===== src/rtl/clause_fetch.sv =====
// clause_fetch: read initiator for the synchronous-read clause/attribute
// memories. A start request sweeps `count` consecutive words from
// `base_addr`, absorbs the memory's one-cycle read latency in a 2-entry
// buffer and streams the words in order on a valid/ready interface.
module clause_fetch #(
    parameter int WIDTH = 32,
    parameter int DEPTH = 8,
    localparam int AW   = (DEPTH > 1) ? $clog2(DEPTH) : 1
) (
    input  logic             clk,
    input  logic             rst_n,
    input  logic             start,
    input  logic [AW-1:0]    base_addr,
    input  logic [AW:0]      count,
    output logic             busy,
    output logic             done,
    output logic [AW-1:0]    mem_addr,
    output logic             mem_read_en,
    input  logic [WIDTH-1:0] mem_data_i,
    output logic [WIDTH-1:0] out_data,
    output logic             out_valid,
    input  logic             out_ready,
    output logic             out_last
);

    typedef enum logic [1:0] {
        ST_IDLE  = 2'd0,
        ST_FETCH = 2'd1,
        ST_DRAIN = 2'd2,
        ST_DONE  = 2'd3
    } state_t;

    localparam logic [AW-1:0] LAST_ADDR = AW'(DEPTH - 1);
    localparam logic [AW:0]   LEFT_ZERO = {(AW+1){1'b0}};
    localparam logic [AW:0]   LEFT_ONE  = (AW+1)'(1);

    // Next sequential read address; the top address wraps back to zero so
    // non-power-of-two depths sweep correctly as well.
    function automatic logic [AW-1:0] next_addr(input logic [AW-1:0] a);
        logic [AW-1:0] n;
        if (a == LAST_ADDR) begin
            n = {AW{1'b0}};
        end else begin
            n = a + AW'(1);
        end
        return n;
    endfunction

    // Control state
    state_t          r_state;
    logic            r_busy;
    logic            r_done;
    logic [AW-1:0]   r_rd_addr;
    logic [AW:0]     r_rd_left;

    // Read-side tracking: one read may be in flight inside the memory
    logic            r_inflight;
    logic            r_inflight_last;
    logic [AW-1:0]   r_last_addr;

    // Two-entry FIFO holding captured words and their last flags
    logic [WIDTH-1:0] r_buf_data_0;
    logic [WIDTH-1:0] r_buf_data_1;
    logic             r_buf_last_0;
    logic             r_buf_last_1;
    logic             r_wr_ptr;
    logic             r_rd_ptr;
    logic [1:0]       r_occ;

    // Combinational helpers
    logic             w_pop;
    logic             w_issue;
    logic             w_head_last;
    logic [WIDTH-1:0] w_head_data;
    logic [2:0]       w_slots_used;
    logic [2:0]       w_slots_limit;

    // Head-of-buffer selection and stream handshake decode
    always_comb begin
        w_head_data = r_buf_data_0;
        w_head_last = r_buf_last_0;
        if (r_rd_ptr) begin
            w_head_data = r_buf_data_1;
            w_head_last = r_buf_last_1;
        end else begin
            w_head_data = r_buf_data_0;
            w_head_last = r_buf_last_0;
        end
        w_pop = (r_occ != 2'd0) && out_ready;
    end

    // Issue a read only while words remain and the buffer can absorb the
    // result, counting the word in flight and any word leaving this cycle.
    always_comb begin
        w_slots_used  = {1'b0, r_occ} + {2'b00, r_inflight};
        w_slots_limit = 3'd2 + {2'b00, w_pop};
        w_issue       = 1'b0;
        if ((r_state == ST_FETCH) && (r_rd_left != LEFT_ZERO) &&
            (w_slots_used < w_slots_limit)) begin
            w_issue = 1'b1;
        end else begin
            w_issue = 1'b0;
        end
    end

    assign mem_read_en = w_issue;
    assign mem_addr    = w_issue ? r_rd_addr : r_last_addr;
    assign out_valid   = (r_occ != 2'd0);
    assign out_data    = w_head_data;
    assign out_last    = w_head_last;
    assign busy        = r_busy;
    assign done        = r_done;

    // Request FSM: sweep counters plus registered busy/done flags
    always_ff @(posedge clk or negedge rst_n) begin
        if (!rst_n) begin
            r_state   <= ST_IDLE;
            r_busy    <= 1'b0;
            r_done    <= 1'b0;
            r_rd_addr <= {AW{1'b0}};
            r_rd_left <= LEFT_ZERO;
        end else begin
            case (r_state)
                ST_IDLE: begin
                    r_done <= 1'b0;
                    if (start) begin
                        r_rd_addr <= base_addr;
                        r_rd_left <= count;
                        if (count == LEFT_ZERO) begin
                            r_state <= ST_DONE;
                            r_busy  <= 1'b0;
                            r_done  <= 1'b1;
                        end else begin
                            r_state <= ST_FETCH;
                            r_busy  <= 1'b1;
                        end
                    end else begin
                        r_state <= ST_IDLE;
                        r_busy  <= 1'b0;
                    end
                end
                ST_FETCH: begin
                    if (w_issue) begin
                        r_rd_addr <= next_addr(r_rd_addr);
                        r_rd_left <= r_rd_left - LEFT_ONE;
                        if (r_rd_left == LEFT_ONE) begin
                            r_state <= ST_DRAIN;
                        end else begin
                            r_state <= ST_FETCH;
                        end
                    end else begin
                        r_state <= ST_FETCH;
                    end
                end
                ST_DRAIN: begin
                    if (w_pop && w_head_last) begin
                        r_state <= ST_DONE;
                        r_busy  <= 1'b0;
                        r_done  <= 1'b1;
                    end else begin
                        r_state <= ST_DRAIN;
                    end
                end
                ST_DONE: begin
                    r_state <= ST_IDLE;
                    r_done  <= 1'b0;
                    r_busy  <= 1'b0;
                end
                default: begin
                    r_state <= ST_IDLE;
                    r_busy  <= 1'b0;
                    r_done  <= 1'b0;
                end
            endcase
        end
    end

    // Track the read inside the memory and hold the last issued address
    always_ff @(posedge clk or negedge rst_n) begin
        if (!rst_n) begin
            r_inflight      <= 1'b0;
            r_inflight_last <= 1'b0;
            r_last_addr     <= {AW{1'b0}};
        end else begin
            r_inflight      <= w_issue;
            r_inflight_last <= w_issue && (r_rd_left == LEFT_ONE);
            if (w_issue) begin
                r_last_addr <= r_rd_addr;
            end else begin
                r_last_addr <= r_last_addr;
            end
        end
    end

    // Buffer write side: capture returning memory data in issue order
    always_ff @(posedge clk or negedge rst_n) begin
        if (!rst_n) begin
            r_buf_data_0 <= {WIDTH{1'b0}};
            r_buf_data_1 <= {WIDTH{1'b0}};
            r_buf_last_0 <= 1'b0;
            r_buf_last_1 <= 1'b0;
            r_wr_ptr     <= 1'b0;
        end else begin
            if (r_inflight) begin
                if (r_wr_ptr) begin
                    r_buf_data_1 <= mem_data_i;
                    r_buf_last_1 <= r_inflight_last;
                end else begin
                    r_buf_data_0 <= mem_data_i;
                    r_buf_last_0 <= r_inflight_last;
                end
                r_wr_ptr <= ~r_wr_ptr;
            end else begin
                r_wr_ptr <= r_wr_ptr;
            end
        end
    end

    // Buffer read side and occupancy; capture and pop may coincide
    always_ff @(posedge clk or negedge rst_n) begin
        if (!rst_n) begin
            r_rd_ptr <= 1'b0;
            r_occ    <= 2'd0;
        end else begin
            if (w_pop) begin
                r_rd_ptr <= ~r_rd_ptr;
            end else begin
                r_rd_ptr <= r_rd_ptr;
            end
            case ({r_inflight, w_pop})
                2'b10:   r_occ <= r_occ + 2'd1;
                2'b01:   r_occ <= r_occ - 2'd1;
                default: r_occ <= r_occ;
            endcase
        end
    end

endmodule


===== config.mk =====
export PLATFORM = sky130hd
export DESIGN_NAME = clause_fetch
export DESIGN_NICKNAME = d
export VERILOG_FILES = /design/src/rtl/clause_fetch.sv
export SDC_FILE = /design/constraint.sdc
export NUM_CORES = 1
export LEC_CHECK = 0
export ABC_CLOCK_PERIOD_IN_PS = 7040
export CORE_UTILIZATION = 55
export DETAILED_ROUTE_END_ITERATION = 6
export HOLD_SLACK_MARGIN = 0.1
export PLACE_DENSITY = 0.85
export SYNTH_ARGS = -nofsm -noshare
export SYNTH_HDL_FRONTEND = slang
export SYNTH_SLANG_ARGS = --single-unit

===== constraint.sdc =====
create_clock -name clk -period 7.04 [get_ports clk]
set_clock_uncertainty 0.15 [all_clocks]
set_input_delay 2.112 -clock clk [delete_from_list [all_inputs] [get_ports clk]]
set_output_delay 2.112 -clock clk [all_outputs]
set_load 0.02 [all_outputs]

==> impl_metrics.json <==
{
  "dominantRegCellSynth": "sky130_fd_sc_hd__dfrtp_1",
  "root_buffer": "sky130_fd_sc_hd__clkbuf_8",
  "timing.critical_path.max_delay_family": "buffers and inverters",
  "max_slew.worst_pin.slew_ns": 1.026,
  "finalHoldViolCount": 0,
  "achievable-frequency_mhz": 157.4,
  "cap_viol_max_count": 0,
  "timing.setup.critical_path_class": "primary input to output pin",
  "totalWireLength_um": 7189,
  "result_of_the_run": "finished, final reports clean",
  "grt_pass1_vias": 2566,
  "clock_insertion_delay_worst_skew_ns": 0.34,
  "syn_area_per_cell_um2": 14.29,
  "grt_max_degree": 87,
  "yosys.area.top_type": "sky130_fd_sc_hd__dfrtp_1",
  "dr.pass1.iters": 4,
  "dp_hpwl_um": 4793,
  "floorplan.initialDensity_pct": 57.51,
  "synth_top_cell_area_share_pct": 54.78,
  "post-cts-setup-buffer-count": 0,
  "drt-initial-drc-count": 86,
  "antenna_fix_cells": 0,
  "final_clock_period_utilization_by_the_worst_path_pct": 90.26,
  "clk_pin_slew_worst_paths_ns": 0.08,
  "final-max-slew-violation-count": 0,
  "yosys.cell_types.count": 38,
  "number_of_buffers_on_the_longest_clock_path": 2,
  "hp-class": "flop to flop",
  "worst-endpoint-required_ns": 4.78,
  "cts_tree": "yes",
  "mappedNetlistArea_um2": 3929,
  "synth_cells": 275,
  "crit-reg2reg-launch": "r_rd_ptr$_DFFE_PN0N_",
  "multi_input_comb_area_um2": 1697,
  "cts.sink_count": 86,
  "cts_bufs_inserted": 9,
  "slew_headroom_pct": 31.60,
  "die_h_um": 86.52,
  "layout-drive-gt1-share_pct": 37.29,
  "crit_cells": 6,
  "drt-vias-per-instance": 5.483,
  "antenna_found_initial": 0,
  "ys_seq_elements": 86,
  "syn_to_final_growth_pct": 28.22,
  "ant_nets": 0,
  "ys_warn_count": 0,
  "crit_path_max_incr_delay_ns": 0.54,
  "register_area_um2": 2152,
  "route.detailed.drc": 0,
  "ir_worst_vdd_uv": 326.3,
  "critical_path_peak_fanout": 8,
  "crit_chain": "clkdlybuf4s50_1 > o21ai_2 > o21ai_2 > and2_4 > mux2_4 > clkdlybuf4s50_1",
  "setup.worst_path.start_class": "primary input",
  "power.density_cell_area_nw_per_um2": 525.1,
  "post_cts_resize_count": 0,
  "worstRegToRegCells": 5,
  "nNetsFinal": 407,
  "wire_length_of_the_first_global_routing_pass_um": 11760,
  "setup-tns-final_ns": 0,
  "finalWeightedCongestion": 0.7851,
  "synth_nets": 325,
  "synth.cells.most_frequent": "sky130_fd_sc_hd__mux2_2 (104), sky130_fd_sc_hd__dfrtp_1 (86), sky130_fd_sc_hd__nor2_1 (8)",
  "num_io_pins": 83,
  "timing.critical_path.from": "out_ready",
  "cp.arrival_ns": 4.09,
  "chipWidth_um": 86.52,
  "worst_hold_startpoint": "r_inflight_last$_DFF_PN0_",
  "setup_viol_count_final": 0,
  "ys_async_sr_fraction_pct": 100.0,
  "gr-usage-all-layers_pct": 20.68,
  "cp.buffers_inverters": 2,
  "layout_min_cycle_time_ns": 6.354,
  "cell_depth_of_the_worst_hold_path": 1,
  "gr-total-overflow": 0,
  "grt_setup_unrepaired": "false",
  "crit_slowest_cell": "sky130_fd_sc_hd__clkdlybuf4s50_1",
  "std_cell_rows": 30,
  "report.power.total_mw": 2.645,
  "vias_after_detailed_routing": 2511,
  "count_of_filler_cells_inserted_in_the_layout": 487,
  "worst_setup_path_end_kind": "output pin",
  "die-area_um2": 7485,
  "io_buffer_count": 82,
  "yosys-top-cells-area": "sky130_fd_sc_hd__dfrtp_1 (55%), sky130_fd_sc_hd__mux2_2 (30%), sky130_fd_sc_hd__ha_1 (2.2%)",
  "avgRoutedWirePerCell_um": 15.70,
  "design.core.area_um2": 6832,
  "yosysSeqAreaShare_pct": 54.78,
  "leakagePower_nw": 2.088,
  "cts-htree-levels": 3,
  "postCtsHoldBufs": 0,
  "post-synth-top-count-cell": "sky130_fd_sc_hd__mux2_2",
  "synth_edf_count": 0
}
state kept, by name, indices dropped and copies added (netlist names), 2 cells and up:
name,count
r_last_addr,3
r_buf_data_0,32
r_state,2
r_occ,2
r_rd_left,4
r_rd_addr,3
r_buf_data_1,32
cell type report:
| class | instances | area share [%] |
|---|---|---|
| clock buffer | 11 | 2.608 |
| clock inverter | 5 | 1.615 |
| timing repair buffer | 84 | 16.54 |
| inverter | 6 | 0.4471 |
| multi-input combinational | 170 | 33.68 |
| sequential | 86 | 42.72 |
| tap | 96 | 2.384 |
per-layer routing:
| layer | vias to the layer above | wire length [um] | share of wire [%] | global-route usage, % |
|---|---|---|---|---|
| met5 | - | 0 | 0 | 0 |
| met3 | 13 | 388 | 5.4 | 6.571 |
| met4 | 0 | 150 | 2.1 | 7.727 |
| met1 | 1264 | 3039 | 42 | 24.84 |
| li1 | 1167 | - | - | - |
| met2 | 67 | 3610 | 50 | 34.99 |
power breakdown:
group / switching [mW] / internal (mW) / leakage, nW
Combinational: 0.590 / 0.772 / 0.968
Clock: 0.165 / 0.201 / 0.104
Sequential: 0.172 / 0.746 / 1.02
Total: 0.927 / 1.72 / 2.09
worst register-to-register path: stages (launching register included):
cell	delay, ns
sky130_fd_sc_hd__dfrtp_1	0.76
sky130_fd_sc_hd__buf_4	0.42
sky130_fd_sc_hd__mux2_2	0.41
sky130_fd_sc_hd__nor2b_1	0.17
sky130_fd_sc_hd__o21ai_0	0.16
sky130_fd_sc_hd__a221oi_1	0.09
cells in the final DEF, fill, tap and decap left out, types with 2 or more instances in the layout:
cell,instances
sky130_fd_sc_hd__inv_1,5
sky130_fd_sc_hd__mux2i_1,2
sky130_fd_sc_hd__clkbuf_1,2
sky130_fd_sc_hd__nand2b_1,2
sky130_fd_sc_hd__o21ai_2,2
sky130_fd_sc_hd__a211oi_1,3
sky130_fd_sc_hd__buf_4,3
sky130_fd_sc_hd__a311o_1,2
sky130_fd_sc_hd__mux2_4,3
sky130_fd_sc_hd__nand2_1,5
sky130_fd_sc_hd__xnor2_1,3
sky130_fd_sc_hd__dfrtp_1,86
sky130_fd_sc_hd__a31oi_1,2
sky130_fd_sc_hd__o32ai_1,2
sky130_fd_sc_hd__xor2_1,2
sky130_fd_sc_hd__ha_1,7
sky130_fd_sc_hd__a21oi_1,4
sky130_fd_sc_hd__clkdlybuf4s50_1,81
sky130_fd_sc_hd__clkbuf_8,9
sky130_fd_sc_hd__mux2_2,104
sky130_fd_sc_hd__nor3_1,2
sky130_fd_sc_hd__nor2_1,7
sky130_fd_sc_hd__bufinv_16,2
sky130_fd_sc_hd__nor2b_1,2
sky130_fd_sc_hd__o21ai_0,2
logic make-up after synthesis:
| kind of cell | synth area share, % |
|---|---|
| compound gates | 4.809 |
| xor+xnor | 1.115 |
| fa+ha+maj | 2.229 |
| buf+inv | 2.229 |
| flops | 54.78 |
| mux | 31.46 |
| simple gates | 3.376 |
metrics by stage:
stage,setup slack (ns),instance area [um^2],instances,hold WS [ns],util (%)
CTS,0.6698,5037,458,0.3540,73.74
global placement,0.7222,4825,442,0.3312,70.62
finish,0.6856,5037,458,0.3483,73.74
detailed placement,0.6814,4825,442,0.3316,70.62
global route,0.6036,5037,458,0.3671,73.74
floorplan,1.706,3929,275,0.3113,-
path summary, 6_finish.rpt:
path                                           endpoint  slack, ns
max reg2reg                            done$_DFFE_PN0P_       4.73
min in group asynchronous   r_buf_data_0[9]$_DFFE_PN0P_       1.80
max in group asynchronous  r_buf_data_1[23]$_DFFE_PN0P_       4.29
max                                         mem_addr[2]       0.69
min reg2reg                    r_buf_last_1$_DFFE_PN0P_       0.35
min                            r_buf_last_1$_DFFE_PN0P_       0.35
No activity file was read; power rests on OpenSTA's default activity.
